[src/rtl/rv32_ifetch_queue_if.sv]
// Signal bundle between the prefetch queue, instruction memory and the decoder.
// The queue side is 'master'; the memory/decoder environment is 'slave'.
interface rv32_ifetch_queue_if;
    logic [31:0] iaddress;
    logic        iread;
    logic        iwaitrequest;
    logic [31:0] ireaddata;
    logic        ireaddatavalid;
    logic        flush;
    logic [31:0] flush_pc;
    logic [31:0] instr;
    logic [31:0] instr_pc;
    logic        instr_valid;
    logic        instr_ready;
    logic        fetch_err;

    modport master (
        output iaddress, iread, instr, instr_pc, instr_valid, fetch_err,
        input  iwaitrequest, ireaddata, ireaddatavalid, flush, flush_pc, instr_ready
    );

    modport slave (
        input  iaddress, iread, instr, instr_pc, instr_valid, fetch_err,
        output iwaitrequest, ireaddata, ireaddatavalid, flush, flush_pc, instr_ready
    );
endinterface

[src/rtl/rv32_ifetch_queue.sv]
// RV32 instruction prefetch queue: issues pipelined reads ahead of the decoder,
// buffers {instr, pc} and discards stale responses after a PC redirect.
module rv32_ifetch_queue #(
    parameter logic [31:0] RESET_VECTOR    = 32'h0000_0000,
    parameter int          LOG2_DEPTH      = 2,
    parameter int          MAX_OUTSTANDING = 2
) (
    input  logic                 clk,
    input  logic                 reset,
    rv32_ifetch_queue_if.master  bus
);
    localparam int DEPTH = 1 << LOG2_DEPTH;
    localparam int CW    = LOG2_DEPTH + 1;

    typedef logic [CW-1:0]         cnt_t;
    typedef logic [LOG2_DEPTH-1:0] ptr_t;

    localparam cnt_t DEPTH_C = cnt_t'(DEPTH);
    localparam cnt_t MAX_C   = cnt_t'(MAX_OUTSTANDING);

    logic [31:0] fetch_pc_q, fetch_pc_d;
    logic [31:0] resp_pc_q,  resp_pc_d;
    logic [31:0] pend_pc_q,  pend_pc_d;
    cnt_t        count_q,    count_d;
    cnt_t        out_q,      out_d;
    cnt_t        drop_q,     drop_d;
    ptr_t        rd_ptr_q,   rd_ptr_d;
    ptr_t        wr_ptr_q,   wr_ptr_d;
    logic        pend_q,     pend_d;
    logic        held_q;
    logic        err_q;

    logic [31:0] data_q [DEPTH];
    logic [31:0] pc_q   [DEPTH];

    logic [CW:0] credit;
    logic        iread, accept, stall, rsp, stray, drop_rsp, push, pop;
    logic [31:0] flush_tgt;

    assign flush_tgt = {bus.flush_pc[31:2], 2'b00};
    assign credit    = {1'b0, count_q} + {1'b0, out_q};

    // A stalled request stays asserted regardless of credit or pending redirect.
    assign iread    = ~reset & (held_q | ((credit < {1'b0, DEPTH_C}) & (out_q < MAX_C) & ~pend_q));
    assign accept   = iread & ~bus.iwaitrequest;
    assign stall    = iread &  bus.iwaitrequest;
    assign rsp      = bus.ireaddatavalid & (out_q != '0);
    assign stray    = bus.ireaddatavalid & (out_q == '0);
    assign drop_rsp = rsp & (drop_q != '0);
    assign push     = rsp & ~drop_rsp & ~bus.flush;
    assign pop      = (count_q != '0) & bus.instr_ready & ~bus.flush;
    assign out_d    = out_q + cnt_t'(accept) - cnt_t'(rsp);

    always_comb begin
        fetch_pc_d = fetch_pc_q;
        resp_pc_d  = resp_pc_q;
        pend_pc_d  = pend_pc_q;
        pend_d     = pend_q;
        drop_d     = drop_q - cnt_t'(drop_rsp);
        count_d    = count_q + cnt_t'(push) - cnt_t'(pop);
        rd_ptr_d   = rd_ptr_q + ptr_t'(pop);
        wr_ptr_d   = wr_ptr_q + ptr_t'(push);

        if (accept) fetch_pc_d = fetch_pc_q + 32'd4;
        if (push)   resp_pc_d  = resp_pc_q + 32'd4;

        // The request that was stuck across a redirect carries stale data.
        if (pend_q & accept) begin
            drop_d     = drop_d + cnt_t'(1);
            fetch_pc_d = pend_pc_q;
            pend_d     = 1'b0;
        end

        if (bus.flush) begin
            count_d   = '0;
            rd_ptr_d  = '0;
            wr_ptr_d  = '0;
            resp_pc_d = flush_tgt;
            drop_d    = out_d;
            if (stall) begin
                pend_d     = 1'b1;
                pend_pc_d  = flush_tgt;
                fetch_pc_d = fetch_pc_q;
            end else begin
                pend_d     = 1'b0;
                fetch_pc_d = flush_tgt;
            end
        end
    end

    always_ff @(posedge clk) begin
        if (reset) begin
            fetch_pc_q <= RESET_VECTOR;
            resp_pc_q  <= RESET_VECTOR;
            pend_pc_q  <= RESET_VECTOR;
            count_q    <= '0;
            out_q      <= '0;
            drop_q     <= '0;
            rd_ptr_q   <= '0;
            wr_ptr_q   <= '0;
            pend_q     <= 1'b0;
            held_q     <= 1'b0;
            err_q      <= 1'b0;
        end else begin
            fetch_pc_q <= fetch_pc_d;
            resp_pc_q  <= resp_pc_d;
            pend_pc_q  <= pend_pc_d;
            count_q    <= count_d;
            out_q      <= out_d;
            drop_q     <= drop_d;
            rd_ptr_q   <= rd_ptr_d;
            wr_ptr_q   <= wr_ptr_d;
            pend_q     <= pend_d;
            held_q     <= stall;
            err_q      <= err_q | stray;
        end
    end

    always_ff @(posedge clk) begin
        if (push) begin
            data_q[wr_ptr_q] <= bus.ireaddata;
            pc_q[wr_ptr_q]   <= resp_pc_q;
        end
    end

    assign bus.iaddress    = fetch_pc_q;
    assign bus.iread       = iread;
    assign bus.instr       = data_q[rd_ptr_q];
    assign bus.instr_pc    = pc_q[rd_ptr_q];
    assign bus.instr_valid = (count_q != '0);
    assign bus.fetch_err   = err_q;
endmodule

[src/flat_wrapper.sv]
// flat-port wrapper written by rule: the top's interface ports become plain ports
module rv32_ifetch_queue_flat 
#(
    parameter logic [31:0] RESET_VECTOR    = 32'h0000_0000,
    parameter int          LOG2_DEPTH      = 2,
    parameter int          MAX_OUTSTANDING = 2
)
  (clk, reset, bus_iaddress, bus_iread, bus_instr, bus_instr_pc, bus_instr_valid, bus_fetch_err, bus_iwaitrequest, bus_ireaddata, bus_ireaddatavalid, bus_flush, bus_flush_pc, bus_instr_ready);
  rv32_ifetch_queue_if bus_i ();
  input  logic clk;
  input  logic reset;
  output wire logic [$bits(bus_i.iaddress)-1:0] bus_iaddress;
  output wire logic [$bits(bus_i.iread)-1:0] bus_iread;
  output wire logic [$bits(bus_i.instr)-1:0] bus_instr;
  output wire logic [$bits(bus_i.instr_pc)-1:0] bus_instr_pc;
  output wire logic [$bits(bus_i.instr_valid)-1:0] bus_instr_valid;
  output wire logic [$bits(bus_i.fetch_err)-1:0] bus_fetch_err;
  input wire logic [$bits(bus_i.iwaitrequest)-1:0] bus_iwaitrequest;
  input wire logic [$bits(bus_i.ireaddata)-1:0] bus_ireaddata;
  input wire logic [$bits(bus_i.ireaddatavalid)-1:0] bus_ireaddatavalid;
  input wire logic [$bits(bus_i.flush)-1:0] bus_flush;
  input wire logic [$bits(bus_i.flush_pc)-1:0] bus_flush_pc;
  input wire logic [$bits(bus_i.instr_ready)-1:0] bus_instr_ready;
  assign bus_iaddress = bus_i.iaddress;
  assign bus_iread = bus_i.iread;
  assign bus_instr = bus_i.instr;
  assign bus_instr_pc = bus_i.instr_pc;
  assign bus_instr_valid = bus_i.instr_valid;
  assign bus_fetch_err = bus_i.fetch_err;
  assign bus_i.iwaitrequest = bus_iwaitrequest;
  assign bus_i.ireaddata = bus_ireaddata;
  assign bus_i.ireaddatavalid = bus_ireaddatavalid;
  assign bus_i.flush = bus_flush;
  assign bus_i.flush_pc = bus_flush_pc;
  assign bus_i.instr_ready = bus_instr_ready;
  rv32_ifetch_queue #(.RESET_VECTOR(RESET_VECTOR), .LOG2_DEPTH(LOG2_DEPTH), .MAX_OUTSTANDING(MAX_OUTSTANDING)) u_core (.clk(clk), .reset(reset), .bus(bus_i));
endmodule
[config.mk]
export PLATFORM = sky130hd
export DESIGN_NAME = rv32_ifetch_queue_flat
export DESIGN_NICKNAME = d
export VERILOG_FILES = /design/src/rtl/rv32_ifetch_queue_if.sv /design/src/rtl/rv32_ifetch_queue.sv /design/src/flat_wrapper.sv
export SDC_FILE = /design/constraint.sdc
export NUM_CORES = 1
export LEC_CHECK = 0
export CORE_MARGIN = 3
export CORE_UTILIZATION = 45
export DETAILED_ROUTE_END_ITERATION = 7
export MAX_ROUTING_LAYER = met4
export PLACE_DENSITY = 0.69
export SYNTH_ARGS = -nofsm -noshare
export SYNTH_HDL_FRONTEND = slang
export SYNTH_SLANG_ARGS = --single-unit
[constraint.sdc]
create_clock -name clk -period 9.2 [get_ports clk]
set_clock_uncertainty 0.15 [all_clocks]
set_input_delay 1.84 -clock clk [delete_from_list [all_inputs] [get_ports clk]]
set_output_delay 1.84 -clock clk [all_outputs]
set_load 0.01 [all_outputs]
==> impl_metrics.ini, run 1 <==
[detailed_routing]
drtIter0Drc = 869
vias_per_cell = 5.625
dr_total_vias = 9607
wl_per_cell_um = 19.72
drt-total-wl_mm = 33.68
route.detailed.drc = 0
drtPass1Iterations = 5
ant_nets = 0

[critical_path]
critPathLaunchType = input port
worst_r2r_endpoint = u_core.data_q[1][20]$_DFFE_PP_
reg2reg_from = u_core.drop_q[0]$_SDFF_PP0_
worst-path-buf-inv = 3
slowest_stage = nor4b_1
worstRegToRegCells = 6
endpoint_kind = primary output
r2r_setup_slack_ns = 5.87
crit_fanout = 42
slowest_delay_ns = 0.65
cp_top_family = buffers and inverters
crit_required_ns = 7.21
crit_chain = buf_2 -> nor4b_1 -> o22ai_1 -> inv_1 -> clkdlybuf4s50_1
worstSetupPathType = in2out
crit_arrival_ns = 3.85

[hold_path]
worstHoldStart = u_core.pend_pc_q[7]$_SDFFE_PP0P_
hold_path_end = u_core.pend_pc_q[7]$_SDFFE_PP0P_
hold_class = reg2reg
hold_depth = 2

[pwr]
p_comb_frac = 0.146
p_clk_frac = 0.372
sw_frac_of_total = 0.2555
power.leakage_nw = 5.813
power.internal_mw = 2.940
power_density_nw_per_um2 = 219.1
seqPwrFrac = 0.482
p_sw_mw = 1.009
vdd_drop_max_uv = 135.4

[clock_tree]
cts-root-buf = clkbuf_16
cts_hold_buf = 0
cts.sinks = 354
clock_path_buffers = 3
htreeDepth = 2
cts-resized-gates = 0
clk_pin_slew_worst_paths_ns = 0.05
cts_tree = done
cts_buffers = 38
cts_setup_buffers = 0
worst_skew_pair.late_latency_ns = 0.52

[global_routing]
grt_pass1_vias = 9470
grt_pass1_wl_mm = 53.36
grt_overflow = 0
antenna_found_initial = 0
grt_max_degree = 64
grt_usage = 0.1949

[finish]
multi_input_area_um2 = 4835
stdcell_count = 1708
fin_nets = 1329
num_antenna_cells = 0
seqCellArea_um2 = 9574
area_growth_pct = 22.15
drive_gt1_frac = 0.1257
final_core_util = 0.5639
nFillCells = 2579

[synthesis]
synth_common_cells = edfxtp_1 (248), nand2_1 (132), dfxtp_1 (106)
synth_flop_cell = edfxtp_1
yosys-top-cells-area = edfxtp_1 (50%), dfxtp_1 (14%), mux4_2 (9.5%)
ys_seq_area_frac = 0.6485
netlist-cell-type-count = 67
netlist.area_leader.share = 0.5047
synth_edf_count = 248
ys.warnings.count = 0
post-synth-top-count-cell = edfxtp_1
netlist_area_um2 = 14760
avgSynthCellArea_um2 = 13.54
async_flop_share = 0
ys_ff_latch = 354
yosys.area.top_type = edfxtp_1
synth_cells = 1090

[placement]
port_buffers = 162
gp_congestion = 0.8857
dp_hpwl_mm = 20.74
place_inst = 1638

[run]
timing.max_cap.violations = 0

[outcome]
status = complete, no violations

[floorplanning]
ioPinCount = 169
initial_core_util = 0.4617
die_h_um = 187.1
die_w_um = 187.1
row_count = 65
core-area_um2 = 31960
dieArea_um2 = 35000

[sta]
hold_violations = 0
holdWs_ns = 0.3056
relSlewSlack = 0.2597
tightest_slew_ns = 1.106
fin_crit_sh = 0.6343
period_minus_slack_ns = 5.836
max_freq_mhz = 171.4
setup_viol = 0
setup_tns_ns = 0
slew_viol_final = 0
rsz0062_at_grt = no
==> cells in the final DEF, fill, tap and decap left out, types with 15 or more instances in the layout <==
cell / Yosys / routed
a211oi_1: 21 / 21
a21oi_1: 71 / 71
buf_4: 4 / 15
clkbuf_16: 0 / 39
clkdlybuf4s50_1: 0 / 160
dfxtp_1: 106 / 104
edfxtp_1: 248 / 248
inv_1: 33 / 33
mux4_2: 62 / 62
nand2_1: 132 / 132
nand3_1: 28 / 28
nand4_1: 15 / 15
nor2_1: 46 / 43
nor3_1: 30 / 30
nor4_1: 19 / 18
o21ai_0: 41 / 41
xnor2_1: 26 / 26
==> layout make-up <==
| class | count | area share |
|---|---|---|
| inverter | 34 | 0.007080 |
| timing repair buffer | 177 | 0.09565 |
| sequential | 354 | 0.5312 |
| clock inverter | 22 | 0.01055 |
| multi-input combinational | 638 | 0.2682 |
| clock buffer | 48 | 0.05713 |
| tap | 435 | 0.03020 |
==> stage by stage <==
step,instance area [um^2],worst slack [ns],power (mW)
floorplan,14770,2.611,2.245
global placement,16800,3.445,2.498
detailed placement,16800,3.387,2.509
CTS,18020,3.375,3.977
global route,18020,3.243,4.115
finish,18020,3.364,3.949
==> kinds of logic after synthesis <==
group,after synthesis,synth area share
mux,63,0.09530
compound gates,197,0.08428
simple gates,323,0.1084
flops,354,0.6485
buf+inv,101,0.02798
fa+ha+maj,16,0.01458
xor+xnor,35,0.02077
other cells,1,0.0002541
==> flip-flops by register name, summed over array words and instances, names as in the netlist <==
name,flops
u_core.data_q,128
u_core.pc_q,120
u_core.bus.iaddress,30
u_core.pend_pc_q,30
u_core.resp_pc_q,30
u_core.count_q,3
u_core.drop_q,3
u_core.out_q,3
u_core.rd_ptr_q,2
u_core.wr_ptr_q,2
u_core.bus.fetch_err,1
u_core.held_q,1
u_core.pend_q,1
==> power groups by stage <==
| stage | sequential (mW) | combinational (mW) | clock, mW |
|---|---|---|---|
| 5_1_grt | 1.91 | 0.633 | 1.57 |
| 4_1_cts | 1.90 | 0.581 | 1.50 |
| 3_5_place_dp | 1.93 | 0.577 | 0 |
| 2_1_floorplan | 1.92 | 0.329 | 0 |
| 3_3_place_gp | 1.93 | 0.570 | 0 |
| 6_report | 1.90 | 0.577 | 1.47 |
==> per-layer routing <==
layer | up-vias | wire length (um) | global-route usage
met5 | - | 0 | -
met4 | 0 | 718 | 0.04972
met3 | 62 | 2351 | 0.03373
met2 | 393 | 15430 | 0.2954
met1 | 4670 | 15180 | 0.2761
li1 | 4482 | - | -
==> worst max path at each step <==
stage	start	to	slack [ns]	cells after the start
floorplan	bus_flush	u_core.data_q[0][0]$_DFFE_PP_	2.61	4
global placement	reset	bus_iread	3.44	5
detailed placement	reset	bus_iread	3.39	5
CTS	reset	bus_iread	3.38	5
global route	reset	bus_iread	3.24	5
finish	reset	bus_iread	3.36	5
==> worst register-to-register path: stages (launching register included) <==
cell	delay, ns
dfxtp_1	0.32
nor3_1	0.44
nand2_1	0.38
nor2_1	0.36
nand2_1	0.14
nor2_4	0.44
buf_4	0.69
No activity file was read; power rests on OpenSTA's default activity.
==> run 2: changes to the inputs <==
--- a/config.mk
+++ b/config.mk
@@ -9,7 +9,7 @@
 export CORE_UTILIZATION = 45
 export DETAILED_ROUTE_END_ITERATION = 7
 export MAX_ROUTING_LAYER = met4
-export PLACE_DENSITY = 0.69
+export PLACE_DENSITY = 0.66
 export SYNTH_ARGS = -nofsm -noshare
 export SYNTH_HDL_FRONTEND = slang
 export SYNTH_SLANG_ARGS = --single-unit
==> constraint.sdc (replaced) <==
create_clock -name clk -period 5.9 [get_ports clk]
set_clock_uncertainty 0.15 [all_clocks]
set_input_delay 1.18 -clock clk [delete_from_list [all_inputs] [get_ports clk]]
set_output_delay 1.18 -clock clk [all_outputs]
set_load 0.01 [all_outputs]
==> run 2 against run 1 <==
  * Critical path type unchanged
  * Cell area down 0.18%
  * Worst hold slack worse by 0.00058 ns
  * Die area unchanged
  * Sequential power up 56%
  * Worst setup slack worse by 2.1 ns
  * Total power up 53%
  * Wire length up 1.1%
  * Highest routed layer unchanged
==> impl_metrics.ini, run 2 (synthesis results as in run 1) <==
[hold_path]
hold_path_end = u_core.pend_pc_q[28]$_SDFFE_PP0P_
worstHoldStart = u_core.pend_pc_q[28]$_SDFFE_PP0P_
hold_class = reg2reg
hold_depth = 2

[global_routing]
use_met3 = 0.03017
antenna_found_initial = 1
grt_max_degree = 63
grt_pass1_vias = 9528
grt_pass1_wl_mm = 54.39
grtUsageMet2 = 0.3019
grt_usage = 0.1988
grt-busiest-layer = met2
gr-usage-met1 = 0.2834
grt_overflow = 0

[sta]
tightest_slew_ns = 1.087
holdWs_ns = 0.3050
setup_viol = 0
max_freq_mhz = 217.7
relSlewSlack = 0.2754
period_minus_slack_ns = 4.593
rsz0062_at_grt = no
setup_ws_ns = 1.307
hold_violations = 0
setup_tns_ns = 0
fin_crit_sh = 0.7785
slew_viol_final = 0

[detailed_routing]
route.detailed.drc = 0
dr_total_vias = 9696
wl_per_cell_um = 19.92
drt-total-wl_mm = 34.04
ant_nets = 0
drtIter0Drc = 822
drtPass1Iterations = 5
vias_per_cell = 5.673

[finish]
regMostFlops = u_core.data_q
fin_nets = 1332
multi_input_area_um2 = 4835
nFillCells = 2564
seqCellArea_um2 = 9574
drive_gt1_frac = 0.1210
stdcell_count = 1709
layout_common_cells = edfxtp_1 (248), clkdlybuf4s50_1 (160), nand2_1 (132)
final_common_cell = edfxtp_1
largestRegisters = u_core.data_q x128, u_core.pc_q x120
area_growth_pct = 21.93
largest_register_ffs = 128
final_core_util = 0.5629
final_area_um2 = 17990

[pwr]
power.leakage_nw = 5.797
power_density_nw_per_um2 = 335.1
total_power_mw = 6.029
vdd_drop_max_uv = 175.0

[clock_tree]
cts-resized-gates = 0
cts_hold_buf = 0
cts-root-buf = clkbuf_16
cts_setup_buffers = 0
htreeDepth = 2
clock_path_buffers = 3
worst_skew_pair.late_latency_ns = 0.52
clk_pin_slew_worst_paths_ns = 0.06
cts.sinks = 354
cts_tree = done
cts_buffers = 37

[floorplanning]
initial_core_util = 0.4617
die_h_um = 187.1
ioPinCount = 169
dieArea_um2 = 35000
row_count = 65
die_w_um = 187.1
core-area_um2 = 31960

[critical_path]
crit_required_ns = 4.57
slowest_stage = nor4b_1
endpoint_kind = primary output
worstRegToRegCells = 5
critPathLaunchType = input port
worst_r2r_endpoint = u_core.data_q[3][7]$_DFFE_PP_
slowest_delay_ns = 0.66
crit_chain = buf_2 -> nor4b_1 -> o22ai_1 -> inv_1 -> clkdlybuf4s50_1
crit_fanout = 54
cp_top_family = buffers and inverters
crit_arrival_ns = 3.26
r2r_setup_slack_ns = 2.84
reg2reg_from = u_core.drop_q[2]$_SDFF_PP0_
worstSetupPathType = in2out
worst-path-buf-inv = 3

[placement]
place_inst = 1642
pre_cts_slack_ns = 1.342
port_buffers = 162
dp_hpwl_mm = 21.77
gp_congestion = 0.8632
detailed_place.area_um2 = 16860

[run]
timing.max_cap.violations = 0

[outcome]
status = complete, no violations
run 2: cell types whose count changed in the layout (fill, tap and decap cells not counted), sizes merged:
cell,before,now
clkbuf,48,52
bufinv,2,1
buf,17,21
clkinv,15,11
clkinvlp,5,2
diode,0,1
run 2: worst max-delay path by stage:
stage                                   from                             to  cells past startpoint
final                                  reset                      bus_iread                      5
after global routing                   reset                      bus_iread                      5
after CTS                              reset                      bus_iread                      5
after detailed placement               reset                      bus_iread                      5
after global placement                 reset                      bus_iread                      5
after floorplan           bus_ireaddatavalid  u_core.data_q[2][0]$_DFFE_PP_                      6
run 2: routing by layer:
layer / wire length [um] / part of all wire
met1: 15380 / 0.45
met2: 15620 / 0.46
met3: 2270 / 0.067
met4: 769 / 0.023
met5: 0 / 0
run 2: worst min-delay path: stages (launching register included):
cell and delay [ns]:
dfxtp_1 0.31, nand2_1 0.05, a21oi_1 0.05
run 2: final cells by class:
type,count,area share
clock inverter,14,0.007024
antenna,1,0.0001391
clock buffer,52,0.05577
inverter,34,0.007093
sequential,354,0.5321
tap,435,0.03025
timing repair buffer,181,0.09889
multi-input combinational,638,0.2687
run 2: where the power goes:
group / switching (mW) / leakage (nW) / internal, mW / total, mW
registers: 0.145 / 3.13 / 2.82 / 2.97
logic: 0.475 / 2.13 / 0.426 / 0.901
clock network: 0.917 / 0.542 / 1.24 / 2.16
